File: src/rtl/miriscv_pkg.sv
// Shared types for the miriscv memory-side blocks.
// arb_state_e : owner of the single outstanding memory transaction
//               (IDLE, instruction, data, or a killed instruction still in flight).
// arb_src_e   : identifies one of the two requesters of the memory arbiter.
package miriscv_pkg;

    typedef enum logic [1:0] {
        ARB_IDLE,
        ARB_WAIT_I,
        ARB_WAIT_D,
        ARB_WAIT_DROP
    } arb_state_e;

    typedef enum logic {
        ARB_SRC_INSTR,
        ARB_SRC_DATA
    } arb_src_e;

endpackage

File: src/rtl/miriscv_arb_pick2.sv
// Combinational two-way picker for the memory arbiter.
// Ports:
//   instr_elig_i : instruction requester is eligible this cycle
//   data_elig_i  : data requester is eligible this cycle
//   last_i       : requester that won the previous grant
//   winner_o     : selected requester (only meaningful when valid_o is 1)
//   valid_o      : at least one requester is eligible
// RR_EN = 1 alternates on a tie (the one that did not win last time);
// RR_EN = 0 always gives a tie to the data side.
module miriscv_arb_pick2
    import miriscv_pkg::*;
#(
    parameter int unsigned RR_EN = 1
) (
    input  logic     instr_elig_i,
    input  logic     data_elig_i,
    input  arb_src_e last_i,
    output arb_src_e winner_o,
    output logic     valid_o
);

    always_comb begin
        valid_o  = instr_elig_i || data_elig_i;
        winner_o = ARB_SRC_INSTR;
        if (instr_elig_i && data_elig_i) begin
            if (RR_EN != 0) begin
                winner_o = (last_i == ARB_SRC_INSTR) ? ARB_SRC_DATA : ARB_SRC_INSTR;
            end else begin
                winner_o = ARB_SRC_DATA;
            end
        end else if (data_elig_i) begin
            winner_o = ARB_SRC_DATA;
        end
    end

endmodule

File: src/rtl/miriscv_mem_arbiter.sv
// Shares one single-outstanding memory port between instruction fetch and
// the LSU. The memory has no grant: a request is taken in the cycle mem_req_o
// is high and answered by mem_rvalid_i one or more cycles later.
// Ports:
//   clk_i, arstn_i              : clock, asynchronous active-low reset
//   instr_req_i/addr/flush      : fetch request (level) and pipeline flush
//   instr_rvalid_o/rdata_o      : fetch response
//   data_req/we/be/addr/wdata_i : LSU request (level)
//   data_rvalid_o/rdata_o       : LSU response
//   mem_req/we/be/addr/wdata_o  : memory request, one-cycle pulse per transaction
//   mem_rvalid_i/rdata_i        : memory response
module miriscv_mem_arbiter
    import miriscv_pkg::*;
#(
    parameter int unsigned XLEN  = 32,
    parameter int unsigned RR_EN = 1
) (
    input  logic              clk_i,
    input  logic              arstn_i,

    input  logic              instr_req_i,
    input  logic [XLEN-1:0]   instr_addr_i,
    input  logic              instr_flush_i,
    output logic              instr_rvalid_o,
    output logic [XLEN-1:0]   instr_rdata_o,

    input  logic              data_req_i,
    input  logic              data_we_i,
    input  logic [XLEN/8-1:0] data_be_i,
    input  logic [XLEN-1:0]   data_addr_i,
    input  logic [XLEN-1:0]   data_wdata_i,
    output logic              data_rvalid_o,
    output logic [XLEN-1:0]   data_rdata_o,

    output logic              mem_req_o,
    output logic              mem_we_o,
    output logic [XLEN/8-1:0] mem_be_o,
    output logic [XLEN-1:0]   mem_addr_o,
    output logic [XLEN-1:0]   mem_wdata_o,
    input  logic              mem_rvalid_i,
    input  logic [XLEN-1:0]   mem_rdata_i
);

    arb_state_e state_ff;
    arb_src_e   rr_last_ff;

    logic     free;
    logic     instr_elig;
    logic     pick_valid;
    logic     grant;
    arb_src_e pick_winner;

    // The port is free when nothing is outstanding, or when the outstanding
    // transaction completes this cycle (back-to-back issue without a bubble).
    assign free       = (state_ff == ARB_IDLE) || mem_rvalid_i;
    assign instr_elig = instr_req_i && !instr_flush_i;

    miriscv_arb_pick2 #(
        .RR_EN (RR_EN)
    ) u_pick (
        .instr_elig_i (instr_elig),
        .data_elig_i  (data_req_i),
        .last_i       (rr_last_ff),
        .winner_o     (pick_winner),
        .valid_o      (pick_valid)
    );

    // Gated by reset so that no request leaks out combinationally while the
    // block is held in reset.
    assign grant = pick_valid && free && arstn_i;

    always_comb begin
        mem_req_o   = 1'b0;
        mem_we_o    = 1'b0;
        mem_be_o    = '0;
        mem_addr_o  = '0;
        mem_wdata_o = '0;
        if (grant) begin
            mem_req_o = 1'b1;
            if (pick_winner == ARB_SRC_DATA) begin
                mem_we_o    = data_we_i;
                mem_be_o    = data_be_i;
                mem_addr_o  = data_addr_i;
                mem_wdata_o = data_wdata_i;
            end else begin
                mem_be_o    = '1;
                mem_addr_o  = instr_addr_i;
            end
        end
    end

    // A flush in the response cycle of a fetch drops that response.
    assign instr_rvalid_o = mem_rvalid_i && (state_ff == ARB_WAIT_I) && !instr_flush_i;
    assign data_rvalid_o  = mem_rvalid_i && (state_ff == ARB_WAIT_D);
    assign instr_rdata_o  = instr_rvalid_o ? mem_rdata_i : '0;
    assign data_rdata_o   = data_rvalid_o  ? mem_rdata_i : '0;

    always_ff @(posedge clk_i or negedge arstn_i) begin
        if (!arstn_i) begin
            state_ff   <= ARB_IDLE;
            rr_last_ff <= ARB_SRC_DATA;
        end else if (grant) begin
            rr_last_ff <= pick_winner;
            state_ff   <= (pick_winner == ARB_SRC_DATA) ? ARB_WAIT_D : ARB_WAIT_I;
        end else begin
            case (state_ff)
                ARB_WAIT_I: begin
                    if (mem_rvalid_i) begin
                        state_ff <= ARB_IDLE;
                    end else if (instr_flush_i) begin
                        // Fetch killed while in flight: absorb its response later.
                        state_ff <= ARB_WAIT_DROP;
                    end
                end
                ARB_WAIT_D, ARB_WAIT_DROP: begin
                    if (mem_rvalid_i) begin
                        state_ff <= ARB_IDLE;
                    end
                end
                default: state_ff <= ARB_IDLE;
            endcase
        end
    end

    a_req_only_when_free: assert property (@(posedge clk_i) disable iff (!arstn_i)
        mem_req_o |-> free);
    a_rvalid_exclusive: assert property (@(posedge clk_i) disable iff (!arstn_i)
        !(instr_rvalid_o && data_rvalid_o));
    a_rvalid_from_mem: assert property (@(posedge clk_i) disable iff (!arstn_i)
        (instr_rvalid_o || data_rvalid_o) |-> mem_rvalid_i);
    // Protocol error by the memory: a response with nothing outstanding.
    // It is ignored by the logic; this records that it happened.
    c_rvalid_in_idle: cover property (@(posedge clk_i) disable iff (!arstn_i)
        (state_ff == ARB_IDLE) && mem_rvalid_i);

endmodule

File: config.mk
export PLATFORM = sky130hd
export DESIGN_NAME = miriscv_mem_arbiter
export DESIGN_NICKNAME = d
export VERILOG_FILES = /design/src/rtl/miriscv_pkg.sv /design/src/rtl/miriscv_arb_pick2.sv /design/src/rtl/miriscv_mem_arbiter.sv
export SDC_FILE = /design/constraint.sdc
export NUM_CORES = 1
export LEC_CHECK = 0
export BUFFER_PORTS_ARGS = -buffer_cell sky130_fd_sc_hd__buf_2
export CAP_MARGIN = 20
export CORE_AREA = 2 2 108 110
export CTS_CLUSTER_DIAMETER = 40
export CTS_CLUSTER_SIZE = 12
export DETAILED_ROUTE_END_ITERATION = 16
export DIE_AREA = 0 0 110 112
export GPL_TIMING_DRIVEN = 0
export PLACE_DENSITY = 0.45
export SLEW_MARGIN = 0
export SYNTH_ARGS = -nofsm -noshare
export SYNTH_HDL_FRONTEND = slang
export SYNTH_HIERARCHICAL = 1
export SYNTH_SLANG_ARGS = --single-unit
export TNS_END_PERCENT = 30
File: constraint.sdc
create_clock -name clk_i -period 1.6 [get_ports clk_i]
set_clock_uncertainty 0.1 [all_clocks]
set_input_delay 0.24 -clock clk_i [delete_from_list [all_inputs] [get_ports clk_i]]
set_output_delay 0.24 -clock clk_i [all_outputs]
set_load 0.01 [all_outputs]
Word level (Yosys, flattened, before mapping)
Index checks and enable logic that the tools add are counted.
Word-level totals
  word-level logic and storage cells: 40
  register bits: 3
  input bits: 139
Cells by class
  reduce and logical (&&, ||, !) cells: 13
  equal/unequal tests: 5
  mux-type cells: 20
Operators by type and width (count)
  32-bit two-way mux: 6
  2-bit two-way mux: 5
  4-bit two-way mux: 2
  1-bit logical AND: 7
  1-bit two-way mux: 6
  2-bit == test (second input constant): 2
  4-bit inequality test (second input constant): 1
  2-bit one-hot mux with 2 select lines: 1
  3-bit inequality test (second input constant): 1
  2-bit by 1-bit == test with 1-bit output (second input constant): 1
  2-bit logical NOT: 1
  1-bit logical OR: 2
  2-bit AND reduction: 1
  2-bit OR reduction: 1
  1-bit logical NOT: 1

Longest topological paths before layout
Gate-level depths: netlist of run 1.
  word-level depth: 7
  depth in mapped cells: 6
  depth with buffers taken out: 5

Cells and area by module
The synthesis of run 1 kept the hierarchy.
Modules (own cells, without submodules)
  miriscv_mem_arbiter: cells each 204, instances 1, area each 1381.3 µm²
  miriscv_arb_pick2: cells each 2, instances 1, area each 13.8 µm²

Worst setup path after synthesis of run 1
OpenSTA, ideal clock, no wires.
  kind: reg2out
  start: register rr_last_ff
  end: output mem_addr_o[10]
  setup slack: 36 ps
  buffers on the path: 2
  stages on the path, launching flop included: 6
  arrival: 1224 ps
  cells stage by stage: dfstp_2 -> a21boi_1 -> buf_2 -> buf_2 -> mux2i_1 -> nor2_1
Between the ends
  longest elaborated chain between the ends: 4
RTL lines
  start, declared: line miriscv_mem_arbiter.sv:45  | arb_src_e rr_last_ff;
  start signal, assigned: line miriscv_mem_arbiter.sv:103  | rr_last_ff <= pick_winner;
  1-bit two-way mux: line miriscv_arb_pick2.sv:27  | winner_o = (last_i == ARB_SRC_INSTR) ? ARB_SRC_DATA : ARB_SRC_INSTR;
  1-bit two-way mux: line miriscv_arb_pick2.sv:25  | if (instr_elig_i && data_elig_i) begin
  named net pick_winner: line miriscv_mem_arbiter.sv:51  | arb_src_e pick_winner;
  32-bit two-way mux: line miriscv_mem_arbiter.sv:80  | if (pick_winner == ARB_SRC_DATA) begin
  32-bit two-way mux: line miriscv_mem_arbiter.sv:78  | if (grant) begin
  end, declared: line miriscv_mem_arbiter.sv:38  | output logic [XLEN-1:0] mem_addr_o,
The timed path passes the listed nets, and every way through them passes these cells.

Final worst setup path of run 1
  start: register state_ff[1]
  end: output instr_rdata_o[18]
Between the ends
  longest elaborated chain between the ends: 4
RTL lines
  start, declared: line miriscv_mem_arbiter.sv:44  | arb_state_e state_ff;
  start signal, assigned: line miriscv_mem_arbiter.sv:104  | state_ff <= (pick_winner == ARB_SRC_DATA) ? ARB_WAIT_D : ARB_WAIT_I;
  2-bit by 1-bit == test with 1-bit output: line miriscv_mem_arbiter.sv:93  | assign instr_rvalid_o = mem_rvalid_i && (state_ff == ARB_WAIT_I) && !instr_flush_i;
  1-bit logical AND (2 in series): line miriscv_mem_arbiter.sv:93
  32-bit two-way mux: line miriscv_mem_arbiter.sv:95  | assign instr_rdata_o = instr_rvalid_o ? mem_rdata_i : '0;
  end, declared: line miriscv_mem_arbiter.sv:25  | output logic [XLEN-1:0] instr_rdata_o,
No other way between the ends.

==> reports/results.ini, run 1 <==
[outcome]
status=finished with violations
violations=setup timing

[floorplanning]
pin_count=275
start_util=0.125
row_count=39
dieWidth_um=110
die_h_um=112
coreArea_um2=11200
die_area_um2=12300

[worst_setup_path]
crit_required_ns=1.26
worst_setup_path_start_kind=flip-flop
path_class=reg2out
cp_max_fo=5
rrSetupSlack_ns=0.18
end_kind=primary output
crit_arrival_ns=1.56

[route]
wl_per_cell_um=12.9
drcViolationCount=0
postRouteAntennaNets=0
route.vias.total=2550
drt_iter0_drc=33
via_per_inst=3.97
first_pass_iters=4
drt_wl_total_um=8280

[finish]
fin_util=0.334
antenna_cells=0
nNetsFinal=640
fillers=1186
multiInputGateArea_um2=1390
ff_latch_area_um2=76.3
area_growth_pct=167
drive_gt1_frac=0.762
fin_area_um2=3730

[logic_synthesis]
synth_top_cell_area_share=0.287
ys_seq_area_frac=0.0547
synth.most_common_cell=and2_1
syn_area_um2=1400
yosysWarnings=6
ys_async_sr_fraction=1.00
syn_inst=206
synth_common_cells=and2_1, and3_1, mux2i_1, nor2_1, buf_2
yosysTopAreaCell=and2_1
synth_edf_count=0
synth.area.top_cells=and2_1, mux2i_1, and3_1
synth-seq-cells=3
synth.distinct_cells=21
syn_nets=345
syn_avg_cell_area_um2=6.77
synth_ff_type=dfrtp_1

[grt]
gr-total-overflow=0
grt_pass1_vias=2267
grt_max_degree=11
grt_first_pass_wirelength_um=11000
grt_usage=0.112
grt_antenna_before_repair=0

[job]
drv_cap=0

[pwr]
leakagePower_nw=2.32
power_density_nw_per_um2=415
peakVddDrop_mv=0.272

[timing]
finalMaxSlewViolations=0
hold_viol_final=0
fin_crit_sh=1.19
relSlewSlack=0.828
setup_slack_ns=-0.300
fin_crit_ns=1.90
max_freq_mhz=526
setup_viol=134
worst_pin_slew_ns=0.257
rsz0062_at_grt=true

[clock_network]
clockBufferDepth=2
root_buffer=clkbuf_16
cts_buffers=3
clk_latency_ns=0.23
cts_sinks=3
cts_tree=done
clk_pin_slew_worst_paths_ns=0.03
cts-htree-levels=1

[placement]
gp_congestion=0.761
place_area_um2=2950
place_hpwl_um=6640
portBuffers=274

[min_path]
hp-class=in2reg

[cell type report]
| cell class | count | share of cell area |
|---|---|---|
| plain buffers | 21 | 0.0671 |
| clock buffers | 4 | 0.0211 |
| inverters | 6 | 0.00604 |
| multi-input cells | 176 | 0.372 |
| flip-flops and latches | 3 | 0.0205 |
| well taps | 143 | 0.0480 |
| repair buffers | 290 | 0.465 |
[report_power, final]
group	total (mW)	switching (mW)	internal, mW
Sequential	0.107	0.0122	0.0944
Clock	0.403	0.0737	0.329
Combinational	1.04	0.478	0.561
Total	1.55	0.563	0.985
[final timing paths]
kind	from	to	depth (start not counted)
setup / recovery	state_ff[1]	instr_rdata_o[18]	6
hold / removal	mem_rvalid_i	state_ff[1]	2
setup reg to reg	state_ff[0]	state_ff[0]	5
hold reg to reg	state_ff[0]	state_ff[1]	2
max in group asynchronous	arstn_i	rr_last_ff	2
min in group asynchronous	arstn_i	state_ff[0]	2
[per-stage QoR]
step	instances	setup TNS [ns]	power, mW	hold WS [ns]	setup WS (ns)
final	643	-32.04	1.55	0.156	-0.300
after global routing	643	-44.29	1.65	0.191	-0.391
after CTS	637	-30.90	1.43	0.160	-0.295
after detailed placement	623	-29.58	0.894	-0.0536	-0.478
after global placement	623	-26.31	0.884	-0.0548	-0.440
after floorplan	206	0	0.501	-0.156	0.0361
[cell families after synthesis]
| kind of cell | after synthesis | share of synthesized area |
|---|---|---|
| simple gates | 134 | 0.555 |
| flops | 3 | 0.0547 |
| buf+inv | 27 | 0.113 |
| compound gates | 9 | 0.0395 |
| mux | 33 | 0.238 |
[placed cells by master (no fill, tap or decap), types with 4 or more instances in the layout]
master / instances
nor2_4: 5
nor2_2: 21
mux2i_2: 4
buf_12: 6
buf_4: 8
mux2i_1: 25
nor2_1: 6
and3_1: 33
and2_4: 25
buf_2: 244
buf_6: 44
and2_1: 39
inv_1: 4
[routing by layer]
layer	GRT usage	wire length (um)	vias to the layer above
met5	0	0	-
met3	0.0205	745	5
met2	0.213	4430	155
met1	0.125	3050	1123
met4	0.0236	51	0
li1	-	-	1267
[repair_timing]
| item | 4_1_cts | 5_1_grt |
|---|---|---|
| resized for setup | 53 | 103 |
| endpoints found under the setup margin | 137 | 136 |
| pin swaps | 6 | 28 |
| endpoints found under the hold margin | 3 | 0 |
| cloned | 2 | 4 |
| hold buffers | 1 | 0 |
| buffers inserted | 7 | 2 |
[worst max-delay path: stages, from the launching register on]
cell,delay (ns)
dfrtp_1,0.40
buf_6,0.13
nor4b_4,0.26
buf_2,0.20
buf_6,0.12
and2_4,0.14
buf_6,0.09
[sequential cells by signal, summed over array words and instances (netlist names)]
name        cells
state_ff        2
rr_last_ff      1
Note: power is estimated with default switching activity, not from simulation.
==> inputs of run 2 (changes only) <==
--- a/config.mk
+++ b/config.mk
@@ -14,6 +14,7 @@
 export DIE_AREA = 0 0 110 112
 export GPL_TIMING_DRIVEN = 0
 export PLACE_DENSITY = 0.45
+export RECOVER_POWER = 25
 export SLEW_MARGIN = 0
 export SYNTH_ARGS = -nofsm -noshare
 export SYNTH_HDL_FRONTEND = slang
==> run 2 against run 1 <==
Largest power group unchanged. Highest routed layer unchanged. Fmax stayed put. Flip-flop and latch count stayed put. Register-to-register slack hardly changed. Hold slack stayed put. Non-clock buffer count stayed put. The run still ends with setup timing left. Cell count stayed put. Die area stayed put. Combinational power hardly changed. Largest cell class unchanged. Sequential power hardly changed. Critical path depth stayed put.
==> reports/results.ini, run 2 (synthesis gave the netlist of run 1 again) <==
[outcome]
status=finished with violations
violations=setup timing

[placement]
place_hpwl_um=6640  ; unchanged
gp_congestion=0.761  ; unchanged
place_area_um2=2950  ; unchanged
dpl.cell_count=623  ; unchanged
portBuffers=274  ; unchanged

[floorplanning]
row_count=39  ; unchanged
start_util=0.125  ; unchanged
die_h_um=112  ; unchanged
dieWidth_um=110  ; unchanged
die_area_um2=12300  ; unchanged
coreArea_um2=11200  ; unchanged
pin_count=275  ; unchanged

[timing]
fin_crit_ns=1.90  ; unchanged
rsz0062_at_grt=true
hold_viol_final=0  ; unchanged
relSlewSlack=0.828  ; unchanged
tns_ns=-32.03  ; +0.00810 ns
whs_ns=0.156  ; unchanged
setup_slack_ns=-0.300  ; unchanged
setup_viol=134  ; unchanged
fin_crit_sh=1.19  ; unchanged
max_freq_mhz=526  ; unchanged
finalMaxSlewViolations=0  ; unchanged
worst_pin_slew_ns=0.257  ; unchanged

[pwr]
leakagePower_nw=2.32  ; -0.12%
peakVddDrop_mv=0.272  ; about the same
power_density_nw_per_um2=415  ; about the same
p_total_mw=1.55  ; about the same

[grt]
grt_max_degree=11  ; unchanged
grt_first_pass_wirelength_um=11000  ; unchanged
grt_antenna_before_repair=0  ; unchanged
grt_usage=0.112  ; unchanged
gr-total-overflow=0  ; unchanged
grt_pass1_vias=2267  ; unchanged

[finish]
nNetsFinal=640  ; unchanged
area_growth_pct=167  ; about the same
drive_gt1_frac=0.760  ; -0.00200
antenna_cells=0  ; unchanged
fin_area_um2=3730  ; about the same
final_common_cell=buf_2
largest_register_ff_count=2  ; unchanged
reg.largest.list=state_ff: 2 flops, rr_last_ff: 1 flops
final_cell_mix=buf_2, buf_6, and2_1
top_register=state_ff
final_cells=643  ; unchanged

[route]
wl_met3_um=745  ; unchanged
postRouteAntennaNets=0  ; unchanged
drcViolationCount=0  ; unchanged
dr.max_layer_used=met4
wl_per_cell_um=12.9  ; about the same
drt_iter0_drc=33  ; unchanged
route.vias.total=2550  ; unchanged
via_per_inst=3.97  ; unchanged
first_pass_iters=4  ; unchanged
drt_wl_total_um=8270  ; about the same
routed-wl-met2_um=4430  ; about the same
wl_met1_um=3050  ; about the same

[worst_setup_path]
path_class=reg2out
crit_chain=buf_6, nor4b_4, buf_2, buf_6, and2_4, buf_6
end_kind=primary output
cp_slowest_stage_delay_ns=0.40  ; about the same
crit_required_ns=1.26  ; about the same
cp_max_fo=5  ; unchanged
cpMostUsedCell=buf_6
slowest_stage=dfrtp_1
reg2reg_depth=5  ; unchanged
crit_arrival_ns=1.56  ; about the same
worst_setup_path_start_kind=flip-flop

[min_path]
hp-class=in2reg
whs_path_depth=2  ; unchanged

[clock_network]
clk_latency_ns=0.23  ; about the same
cts_sinks=3  ; unchanged
cts_tree=done
clk_pin_slew_worst_paths_ns=0.03  ; about the same
cts-htree-levels=1  ; unchanged
cts_buffers=3  ; unchanged
root_buffer=clkbuf_16
clockBufferDepth=2  ; unchanged

[job]
drv_cap=0  ; unchanged

run 2: cell count changes in the layout (fill, tap and decap cells not counted):
cell      change
clkbuf_1      +1
buf_2         -1
run 2: metrics by stage:
step,utilization,setup slack (ns)
after floorplan,-,0.0361
after global placement,0.264,-0.440
after detailed placement,0.264,-0.478
after CTS,0.295,-0.295
after global routing,0.334,-0.391
final,0.334,-0.300
run 2: path summary, 6_finish.rpt:
path | slack, ns | end | start
worst max-delay path | -0.30 | instr_rdata_o[18] | state_ff[1]
worst min-delay path | 0.16 | state_ff[1] | mem_rvalid_i
worst max register to register | 0.18 | state_ff[0] | state_ff[0]
worst min register to register | 0.54 | state_ff[1] | state_ff[0]
max in group asynchronous | 0.86 | rr_last_ff | arstn_i
min in group asynchronous | 0.31 | state_ff[0] | arstn_i
run 2: critical path, delay by kind of cell (launching register included):
kind | cells | cell delay, ns
buf+inv | 4 | 0.54
flops | 1 | 0.40
simple gates | 2 | 0.40
run 2: repair_timing:
item	CTS	global route
setup buffers	7	2
resized for setup	53	103
gates cloned	2	4
endpoints found under the setup margin	137	136
pin swaps	6	28
hold endpoints to repair	3	0
hold buffers	1	0
run 2: layout make-up:
cell class,count,area [um^2]
clock buffer,4,78.8
fill,1185,7440
sequential,3,76.3
tap,143,179
multi-input combinational,176,1390
buffer,21,250
timing repair buffer,290,1740
inverter,6,22.5
run 2: where the power goes:
| part | total, mW | internal [mW] | switching, mW |
|---|---|---|---|
| registers | 0.107 | 0.0944 | 0.0122 |
| clock network | 0.403 | 0.329 | 0.0737 |
| logic | 1.04 | 0.561 | 0.477 |
run 2: layer usage:
metal,track usage,vias up
li1,-,1267
met1,0.125,1123
met2,0.213,155
met3,0.0205,5
met4,0.0236,0
met5,0,-
==> inputs of run 3 (changes only) <==
--- a/config.mk
+++ b/config.mk
@@ -15,6 +15,7 @@
 export GPL_TIMING_DRIVEN = 0
 export PLACE_DENSITY = 0.45
 export RECOVER_POWER = 25
+export SKIP_CTS_REPAIR_TIMING = 1
 export SLEW_MARGIN = 0
 export SYNTH_ARGS = -nofsm -noshare
 export SYNTH_HDL_FRONTEND = slang
==> run 3 against run 2 <==
The run still ends with setup timing left. Count of clock-buffer cells in the layout unchanged. Combinational power decreased by 8%. Fmax about the same. Non-clock buffer count decreased by 4. Utilization decreased by 2.6 points. Largest cell class unchanged.
==> reports/results.ini, run 3 (synthesis gave the netlist of run 1 again) <==
[route]
wl_per_cell_um=12.1  ; -5.6%
drt_iter0_drc=37  ; +12%
route.vias.total=2487  ; -2.5%
drt_wl_total_um=7760  ; -6.2%
postRouteAntennaNets=0  ; unchanged
first_pass_iters=4  ; unchanged
drcViolationCount=0  ; unchanged
via_per_inst=3.89  ; -1.9%

[grt]
grt_max_degree=11  ; unchanged
grt_pass1_vias=2198  ; -3.0%
grt_antenna_before_repair=0  ; unchanged
grt_usage=0.107  ; -0.00444
grtUsageMet2=0.205  ; -0.00777
busiest_layer=met2
gr-total-overflow=0  ; unchanged
use_met1=0.119  ; -0.00612
grt_first_pass_wirelength_um=10600  ; -3.8%
use_met3=0.0199  ; -0.000585

[finish]
area_growth_pct=146
top_register=state_ff
final_cells=639  ; -0.62%
drive_gt1_frac=0.690  ; -0.0705
nNetsFinal=636  ; -0.63%
reg.largest.list=state_ff: 2 flops, rr_last_ff: 1 flops
final_cell_mix=buf_2, and2_1, and3_1
largest_register_ff_count=2  ; unchanged
final_common_cell=buf_2
fin_util=0.307  ; -0.0264
multiInputGateArea_um2=1290  ; -7.0%
antenna_cells=0  ; unchanged
fillers=1225  ; +3.4%
fin_area_um2=3430  ; -7.9%
ff_latch_area_um2=76.3  ; unchanged

[placement]
place_hpwl_um=6640  ; unchanged
portBuffers=274  ; unchanged
gp_congestion=0.761  ; unchanged
dpl.cell_count=623  ; unchanged
place_area_um2=2950  ; unchanged

[worst_setup_path]
cp_max_fo=10  ; +5
reg2reg_depth=6  ; +1
worst_setup_path_start_kind=flip-flop
r2r-start=state_ff[1]
r2r_end=state_ff[0]
crit_arrival_ns=1.56  ; about the same
end_kind=primary output
rrSetupSlack_ns=0.10  ; -0.08 ns
cp-startpoint=state_ff[1]
cpMostUsedCell=buf_8
cpLargestDelayFamily=buffers and inverters
cp_slowest_stage_delay_ns=0.39  ; about the same
endpoint=mem_addr_o[4]
worst-path-buf-inv=3  ; -1
slowest_stage=dfrtp_1
path_depth=6  ; unchanged
crit_required_ns=1.26  ; about the same
crit_chain=o21bai_1, nand3_2, buf_8, buf_8, nor2_1, buf_2
path_class=reg2out

[timing]
fin_crit_sh=1.19  ; about the same
finalMaxSlewViolations=0  ; unchanged
relSlewSlack=0.817  ; -0.0102
rsz0062_at_grt=true
whs_ns=0.152  ; -0.00398 ns
fin_crit_ns=1.90  ; -0.000591 ns
setup_slack_ns=-0.300  ; +0.000591 ns
max_freq_mhz=526  ; about the same
setup_viol=134  ; unchanged
worst_pin_slew_ns=0.266  ; +0.00874 ns
hold_viol_final=0  ; unchanged

[floorplanning]
pin_count=275  ; unchanged
start_util=0.125  ; unchanged
die_area_um2=12300  ; unchanged
row_count=39  ; unchanged
dieWidth_um=110  ; unchanged
coreArea_um2=11200  ; unchanged
die_h_um=112  ; unchanged

[pwr]
power_density_nw_per_um2=427  ; +2.9%
peakVddDrop_mv=0.280  ; +3.0%
leakagePower_nw=2.23  ; -3.7%

[clock_network]
cts-htree-levels=1  ; unchanged
cts_tree=done
clockBufferDepth=2  ; unchanged
cts_sinks=3  ; unchanged
root_buffer=clkbuf_16
cts_buffers=3  ; unchanged
clk_latency_ns=0.23  ; about the same
clk_pin_slew_worst_paths_ns=0.03  ; about the same

[job]
drv_cap=0  ; unchanged

[min_path]
hp-class=in2reg

[outcome]
status=finished with violations
violations=setup timing

[run 3: changes by cell type in the layout (fill, tap and decap cells not counted), moves of 2 or more]
| cell | change |
|---|---|
| and2_1 | +25 |
| nor2_2 | -8 |
| clkbuf_2 | -2 |
| buf_12 | -5 |
| buf_8 | +6 |
| buf_2 | +23 |
| nor2_1 | +9 |
| and2_4 | -25 |
| buf_6 | -26 |
[run 3: worst min path at each step]
stage	from	endpoint	slack (ns)	cells after the start
5_1_grt	mem_rvalid_i	state_ff[1]	0.20	2
3_5_place_dp	arstn_i	state_ff[0]	-0.05	1
3_3_place_gp	arstn_i	state_ff[1]	-0.05	1
6_report	mem_rvalid_i	state_ff[1]	0.15	2
4_1_cts	arstn_i	state_ff[0]	-0.29	1
2_1_floorplan	arstn_i	state_ff[0]	-0.16	0
[run 3: stage by stage]
step,total power [mW],setup TNS (ns),setup WS (ns)
6_report,1.47,-30.93,-0.300
5_1_grt,1.57,-43.23,-0.394
4_1_cts,1.30,-53.15,-0.594
3_5_place_dp,0.894,-29.58,-0.478
3_3_place_gp,0.884,-26.31,-0.440
2_1_floorplan,0.501,0,0.0361
[run 3: per-layer routing]
metal | share of wire | wire [um]
met5 | 0 | 0
met4 | 0.0092 | 71
met3 | 0.096 | 746
met2 | 0.51 | 3950
met1 | 0.39 | 2990
[run 3: power breakdown]
part           total, mW  internal [mW]  switching (mW)
registers          0.105         0.0944          0.0103
logic              0.960          0.511           0.450
clock network      0.401          0.329          0.0723
total               1.47          0.934           0.532
[run 3: final cells by class]
| type | count | share of cell area |
|---|---|---|
| Timing Repair Buffer | 286 | 0.451 |
| Tap cell | 143 | 0.0521 |
| Multi-Input combinational cell | 176 | 0.376 |
| Buffer | 21 | 0.0685 |
| Clock buffer | 4 | 0.0230 |
| Inverter | 6 | 0.00729 |
| Sequential cell | 3 | 0.0222 |
